## src/rtl/led_pattern_monitor_if.sv

```systemverilog
// LED monitor bus: observed LED pattern plus error clear in, decoded status out.
// master drives led/err_clr; slave (the monitor) drives the status fields.
interface led_pattern_monitor_if #(
    parameter int N_LED = 8
);
    logic [N_LED-1:0] led;
    logic             err_clr;
    logic             dir_valid;
    logic             dir;
    logic             dir_change;
    logic [15:0]      step_count;
    logic             err_pulse;
    logic [1:0]       err_code;
    logic             err_flag;
    logic [7:0]       err_count;

    modport master (
        output led, err_clr,
        input  dir_valid, dir, dir_change, step_count,
        input  err_pulse, err_code, err_flag, err_count
    );

    modport slave (
        input  led, err_clr,
        output dir_valid, dir, dir_change, step_count,
        output err_pulse, err_code, err_flag, err_count
    );
endinterface

```

## src/rtl/led_pattern_monitor.sv

```systemverilog
// Walking-one LED decoder: reports rotation direction/step count, flags pattern, timing and stall errors.
// Latency: all outputs registered, updated at the edge ending the cycle in which led changed.
// Backpressure: none, observe-only. LED_MON_INTERVAL_CHECK_EN enables per-step interval checking.
module led_pattern_monitor #(
    parameter int N_LED       = 8,
    parameter int STEP_CYCLES = 12_500_000,
    parameter int TOL         = 1024,
    parameter int CNT_W       = 24
) (
    input  logic              clk,
    input  logic              rst,
    led_pattern_monitor_if.slave mon
);
    typedef enum logic [1:0] {IDLE, SYNC, TRACK} state_t;

    localparam logic [1:0] ERR_NONE  = 2'd0;
    localparam logic [1:0] ERR_PAT   = 2'd1;
    localparam logic [1:0] ERR_TIME  = 2'd2;
    localparam logic [1:0] ERR_STALL = 2'd3;
    // cnt holds cycles since the last change minus one, so this value means the
    // next quiet cycle completes an interval of STEP_CYCLES+TOL+1.
    localparam logic [CNT_W-1:0] STALL_LAST = CNT_W'(STEP_CYCLES + TOL);

    state_t           state_q, state_d;
    logic [N_LED-1:0] led, led_q, prev_q, prev_d, nxt_same, nxt_opp;
    logic [CNT_W-1:0] cnt_q, cnt_d;
    logic             ev;
    logic             dir_valid_q, dir_valid_d, dir_q, dir_d, dir_change_q, dir_change_d;
    logic [15:0]      step_q, step_d;
    logic             err_pulse_q, err_pulse_d, err_flag_q, err_flag_d, err_hit;
    logic [1:0]       err_code_q, err_code_d, err_code_new;
    logic [7:0]       err_count_q, err_count_d;

    function automatic logic [N_LED-1:0] rotl(input logic [N_LED-1:0] v);
        return {v[N_LED-2:0], v[N_LED-1]};
    endfunction

    function automatic logic [N_LED-1:0] rotr(input logic [N_LED-1:0] v);
        return {v[0], v[N_LED-1:1]};
    endfunction

    function automatic logic is_onehot(input logic [N_LED-1:0] v);
        return (v != '0) && ((v & (v - N_LED'(1))) == '0);
    endfunction

    assign led = mon.led;
    assign ev  = (led != led_q);

`ifdef LED_MON_INTERVAL_CHECK_EN
    localparam logic [CNT_W:0] IV_LO = (CNT_W+1)'(STEP_CYCLES - TOL);
    localparam logic [CNT_W:0] IV_HI = (CNT_W+1)'(STEP_CYCLES + TOL);
    logic [CNT_W:0] interval;
    assign interval = {1'b0, cnt_q} + (CNT_W+1)'(1);
`endif

    always_comb begin
        state_d      = state_q;
        prev_d       = prev_q;
        dir_valid_d  = dir_valid_q;
        dir_d        = dir_q;
        dir_change_d = 1'b0;
        step_d       = step_q;
        err_hit      = 1'b0;
        err_code_new = ERR_NONE;
        nxt_same     = dir_q ? rotl(prev_q) : rotr(prev_q);
        nxt_opp      = dir_q ? rotr(prev_q) : rotl(prev_q);
        cnt_d        = ev ? '0 : ((cnt_q == '1) ? cnt_q : cnt_q + CNT_W'(1));

        case (state_q)
            IDLE: begin
                // Dark or garbled bus is tolerated here: sequencer may be in reset.
                if (is_onehot(led)) begin
                    prev_d  = led;
                    state_d = SYNC;
                end
            end
            SYNC: begin
                if (ev) begin
                    prev_d = led;
                    if (led == rotl(prev_q) || led == rotr(prev_q)) begin
                        dir_d       = (led == rotl(prev_q));
                        dir_valid_d = 1'b1;
                        step_d      = 16'd1;
                        state_d     = TRACK;
                    end else begin
                        err_hit      = 1'b1;
                        err_code_new = ERR_PAT;
                        state_d      = IDLE;
                    end
                end
            end
            TRACK: begin
                if (ev) begin
                    if (led == nxt_same) begin
                        prev_d = led;
                        step_d = (step_q == 16'hFFFF) ? step_q : step_q + 16'd1;
`ifdef LED_MON_INTERVAL_CHECK_EN
                        if (interval < IV_LO || interval > IV_HI) begin
                            err_hit      = 1'b1;
                            err_code_new = ERR_TIME;
                        end
`endif
                    end else if (led == nxt_opp) begin
                        prev_d       = led;
                        dir_d        = ~dir_q;
                        dir_change_d = 1'b1;
                        step_d       = 16'd1;
                    end else begin
                        err_hit      = 1'b1;
                        err_code_new = ERR_PAT;
                        dir_valid_d  = 1'b0;
                        step_d       = 16'd0;
                        state_d      = IDLE;
                    end
                end else if (cnt_q == STALL_LAST) begin
                    err_hit      = 1'b1;
                    err_code_new = ERR_STALL;
                    dir_valid_d  = 1'b0;
                    state_d      = IDLE;
                end
            end
            default: state_d = IDLE;
        endcase

        // An error in the same cycle as err_clr still counts, starting from zero.
        err_pulse_d = err_hit;
        err_code_d  = err_hit ? err_code_new : err_code_q;
        err_flag_d  = err_hit | (err_flag_q & ~mon.err_clr);
        if (err_hit)
            err_count_d = mon.err_clr ? 8'd1
                        : ((err_count_q == 8'hFF) ? err_count_q : err_count_q + 8'd1);
        else
            err_count_d = mon.err_clr ? 8'd0 : err_count_q;
    end

    always_ff @(posedge clk) begin
        if (!rst) begin
            state_q      <= IDLE;
            led_q        <= '0;
            prev_q       <= '0;
            cnt_q        <= '0;
            dir_valid_q  <= 1'b0;
            dir_q        <= 1'b0;
            dir_change_q <= 1'b0;
            step_q       <= 16'd0;
            err_pulse_q  <= 1'b0;
            err_code_q   <= ERR_NONE;
            err_flag_q   <= 1'b0;
            err_count_q  <= 8'd0;
        end else begin
            state_q      <= state_d;
            led_q        <= led;
            prev_q       <= prev_d;
            cnt_q        <= cnt_d;
            dir_valid_q  <= dir_valid_d;
            dir_q        <= dir_d;
            dir_change_q <= dir_change_d;
            step_q       <= step_d;
            err_pulse_q  <= err_pulse_d;
            err_code_q   <= err_code_d;
            err_flag_q   <= err_flag_d;
            err_count_q  <= err_count_d;
        end
    end

    assign mon.dir_valid  = dir_valid_q;
    assign mon.dir        = dir_q;
    assign mon.dir_change = dir_change_q;
    assign mon.step_count = step_q;
    assign mon.err_pulse  = err_pulse_q;
    assign mon.err_code   = err_code_q;
    assign mon.err_flag   = err_flag_q;
    assign mon.err_count  = err_count_q;
endmodule

```

## src/flat_wrapper.sv

```systemverilog
// flat-port wrapper written by rule: the top's interface ports become plain ports
module led_pattern_monitor_flat 
#(
    parameter int N_LED       = 8,
    parameter int STEP_CYCLES = 12_500_000,
    parameter int TOL         = 1024,
    parameter int CNT_W       = 24
)
  (clk, rst, mon_led, mon_err_clr, mon_dir_valid, mon_dir, mon_dir_change, mon_step_count, mon_err_pulse, mon_err_code, mon_err_flag, mon_err_count);
  led_pattern_monitor_if #(.N_LED(N_LED)) mon_i ();
  input  logic clk;
  input  logic rst;
  input wire logic [$bits(mon_i.led)-1:0] mon_led;
  input wire logic [$bits(mon_i.err_clr)-1:0] mon_err_clr;
  output wire logic [$bits(mon_i.dir_valid)-1:0] mon_dir_valid;
  output wire logic [$bits(mon_i.dir)-1:0] mon_dir;
  output wire logic [$bits(mon_i.dir_change)-1:0] mon_dir_change;
  output wire logic [$bits(mon_i.step_count)-1:0] mon_step_count;
  output wire logic [$bits(mon_i.err_pulse)-1:0] mon_err_pulse;
  output wire logic [$bits(mon_i.err_code)-1:0] mon_err_code;
  output wire logic [$bits(mon_i.err_flag)-1:0] mon_err_flag;
  output wire logic [$bits(mon_i.err_count)-1:0] mon_err_count;
  assign mon_i.led = mon_led;
  assign mon_i.err_clr = mon_err_clr;
  assign mon_dir_valid = mon_i.dir_valid;
  assign mon_dir = mon_i.dir;
  assign mon_dir_change = mon_i.dir_change;
  assign mon_step_count = mon_i.step_count;
  assign mon_err_pulse = mon_i.err_pulse;
  assign mon_err_code = mon_i.err_code;
  assign mon_err_flag = mon_i.err_flag;
  assign mon_err_count = mon_i.err_count;
  led_pattern_monitor #(.N_LED(N_LED), .STEP_CYCLES(STEP_CYCLES), .TOL(TOL), .CNT_W(CNT_W)) u_core (.clk(clk), .rst(rst), .mon(mon_i));
endmodule
```

## config.mk

```make
export PLATFORM = sky130hd
export DESIGN_NAME = led_pattern_monitor_flat
export DESIGN_NICKNAME = d
export VERILOG_FILES = /design/src/rtl/led_pattern_monitor_if.sv /design/src/rtl/led_pattern_monitor.sv /design/src/flat_wrapper.sv
export SDC_FILE = /design/constraint.sdc
export NUM_CORES = 1
export LEC_CHECK = 0
export ABC_AREA = 1
export BUFFER_PORTS_ARGS = -buffer_cell sky130_fd_sc_hd__buf_2
export CORE_ASPECT_RATIO = 0.6
export CORE_MARGIN = 1
export CORE_UTILIZATION = 55
export CTS_BUF_LIST = sky130_fd_sc_hd__clkbuf_8
export CTS_CLUSTER_SIZE = 20
export DETAILED_ROUTE_END_ITERATION = 7
export PLACE_DENSITY = 0.87
export SETUP_SLACK_MARGIN = 0.3
export SYNTH_ARGS = -nofsm -noshare
export SYNTH_HDL_FRONTEND = slang
export SYNTH_SLANG_ARGS = --single-unit
```

## constraint.sdc

```tcl
create_clock -name clk -period 4.95 [get_ports clk]
set_input_delay 0.99 -clock clk [delete_from_list [all_inputs] [get_ports clk]]
set_output_delay 0.99 -clock clk [all_outputs]
set_load 0.05 [all_outputs]
```

==> flow_summary.json <==
{
  "outcome": "complete, no violations",
  "hp-class": "register to register",
  "clkSinkCount": 73,
  "post_cts_resized": 0,
  "p_leak_uw": 0.00208,
  "gp_congestion": 0.972,
  "r2r_cells": 12,
  "port_buffers": 41,
  "max_freq_mhz": 321,
  "synth_edf_count": 0,
  "fin_crit_ps": 3120,
  "vias": 4631,
  "wirelength_um": 11400,
  "cts_tree": "done",
  "firstDrtPassIters": 5,
  "synth_commonest_cells": "nand2_1 (162), inv_1 (83), dfxtp_1 (73)",
  "syn2layout_area_growth_pct": 9.45,
  "worstSetupPathType": "input pin to register",
  "core_area_mm2": 0.00788,
  "grt_pass1_vias": 4091,
  "antenna_found_initial": 0,
  "synthDistinctLibCells": 35,
  "synth_area_leader_cell": "dfxtp_1",
  "nFillCells": 727,
  "ys_seq_area_frac": 0.327,
  "ant_nets": 0,
  "slew_violations": 0,
  "clk_pin_slew_worst_paths_ps": 70,
  "remaining_drc_errors": 0,
  "via_per_inst": 5.61,
  "drive_above_1_share": 0.100,
  "io_pins": 42,
  "die-area_mm2": 0.00851,
  "synth_area_mm2": 0.00448,
  "ctsHoldBuffers": 0,
  "syn_avg_cell_area_um2": 6.56,
  "skew_ps": 15.0,
  "ys_top_cells_by_area": "dfxtp_1 (33%), nand2_1 (14%), xor2_1 (7.0%), inv_1 (7.0%), a21oi_1 (6.8%)",
  "fp-row-count": 25,
  "root_buffer": "clkbuf_8",
  "num-nets-final": 732,
  "grt_max_degree": 28,
  "yosysTopAreaCellShare": 0.327,
  "p_per_area_mw_per_mm2": 280,
  "initial_utilization": 0.568,
  "worstSetupEndpointType": "register",
  "period_share": 0.630,
  "syn-num-nets": 701,
  "vdd_drop_max_v": 0.000179,
  "worstPathRequired_ps": 5250,
  "start_kind": "input pin",
  "htreeDepth": 3,
  "fp.dieH_um": 71.9,
  "crit_fanout": 26,
  "setup_ws_ps": 1830,
  "gr-usage-all-layers": 0.281,
  "clkLatencyLatePin_ps": 360,
  "syn-instance-count": 682,
  "synthArstFlopShare": 0,
  "cts_setup_buffers": 0,
  "synth_seq_cells": 73,
  "place_hpwl_um": 8490,
  "rr_endpoint": "u_core.mon.step_count[5]$_SDFFE_PN0P_",
  "n_antenna_cell": 0,
  "setup_violations": 0,
  "cp-endpoint": "u_core.cnt_q[18]$_SDFFE_PP0P_",
  "place_ws_ps": 1560,
  "die_w_um": 118,
  "cts_max_path_buffers": 2,
  "rsz0062_at_grt": "false",
  "synth-main-ff-cell": "dfxtp_1",
  "finalHoldViolCount": 0,
  "yosysMostFrequentCell": "nand2_1",
  "grt_pass1_wl_um": 19200,
  "rrSetupSlack_ps": 2080,
  "fin_util": 0.621,
  "overflow": 0,
  "drv_cap": 0,
  "fin_setup_tns_ps": 0,
  "startpoint": "rst",
  "yosysWarnings": 0,
  "r2r-start": "u_core.mon.dir$_SDFFE_PN0P_",
  "routedWlPerCell_um": 13.9,
  "numCtsBuffers": 9,
  "slew_headroom": 0.261,
  "drtIter0Drc": 522,
  "worstPathArrival_ps": 3420,
  "worstMarginPinSlew_ps": 1100
}
## state kept, by name, indices dropped and copies added, names as in the netlist
register,flops
u_core.mon.dir_valid,1
u_core.led_q,8
u_core.prev_q,8
u_core.mon.step_count,16
u_core.mon.err_count,8
u_core.mon.dir,1
u_core.mon.err_code,2
u_core.cnt_q,24
u_core.mon.dir_change,1
u_core.mon.err_pulse,1
u_core.mon.err_flag,1
u_core.state_q,2
## cells by family after synthesis
| logic type | after synthesis | share of synthesized area |
|---|---|---|
| adder cells (fa/ha/maj) | 8 | 0.0224 |
| buffers and inverters | 110 | 0.105 |
| XOR/XNOR | 41 | 0.0802 |
| flip-flops | 73 | 0.327 |
| AO/OA/AOI/OAI | 108 | 0.123 |
| AND/OR/NAND/NOR | 342 | 0.342 |
## critical path, stage by stage
cell     delay (ps)
buf_2           380
inv_1           420
nor2_1          950
inv_1           330
a21oi_1         210
o21a_1          130
## cell usage in the layout (no fill, tap or decap), types with 8 or more instances in the layout
cell	count
nand2_1	162
inv_1	84
dfxtp_1	73
a21oi_1	61
nor2_1	60
nand3_1	48
buf_2	41
xor2_1	36
o21ai_0	35
nand4_1	26
nor3_1	26
clkbuf_8	10
ha_1	8
## how the worst min path moves through the flow
stage                                        startpoint                                  end  slack [ps]  cells after the start
global route        u_core.mon.err_code[0]$_SDFFE_PN0P_  u_core.mon.err_code[0]$_SDFFE_PN0P_         470                      2
floorplan                 u_core.cnt_q[20]$_SDFFE_PP0P_        u_core.cnt_q[20]$_SDFFE_PP0P_         450                      2
global placement         u_core.mon.err_flag$_SDFF_PN0_       u_core.mon.err_flag$_SDFF_PN0_         440                      2
detailed placement       u_core.mon.err_flag$_SDFF_PN0_       u_core.mon.err_flag$_SDFF_PN0_         440                      2
finish                   u_core.mon.err_flag$_SDFF_PN0_       u_core.mon.err_flag$_SDFF_PN0_         460                      2
CTS                      u_core.mon.err_flag$_SDFF_PN0_       u_core.mon.err_flag$_SDFF_PN0_         460                      2
## layout make-up
class / instances / area [um^2] / share of cell area
clock inverter: 6 / 82.6 / 0.0169
inverter: 89 / 334 / 0.0682
multi-input combinational: 499 / 2540 / 0.519
sequential: 73 / 1460 / 0.298
tap: 108 / 135 / 0.0276
timing repair buffer: 41 / 205 / 0.0419
clock buffer: 10 / 138 / 0.0281
## metal layers
metal / GRT usage / share of wire / routed length (um)
met3: 0.0748 / 0.091 / 1040
met2: 0.422 / 0.43 / 4900
met5: 0 / 0 / 0
met1: 0.407 / 0.48 / 5440
met4: 0.0549 / 0.0055 / 63
## where the power goes
group          switching [uW]  leakage, uW  internal (uW)
clock network             229     0.000117            295
logic                     147      0.00137           63.3
registers                30.4     0.000591            608
total                     406      0.00208            966
## through the flow
stage | area, um^2 | instances | hold WS [ps] | power [uW]
6_report | 4900 | 826 | 458 | 1370
2_1_floorplan | 4480 | 682 | 452 | 817
4_1_cts | 4900 | 826 | 455 | 1380
3_5_place_dp | 4680 | 810 | 439 | 855
3_3_place_gp | 4680 | 810 | 442 | 851
5_1_grt | 4900 | 826 | 472 | 1430
No activity file was read; power rests on OpenSTA's default activity.
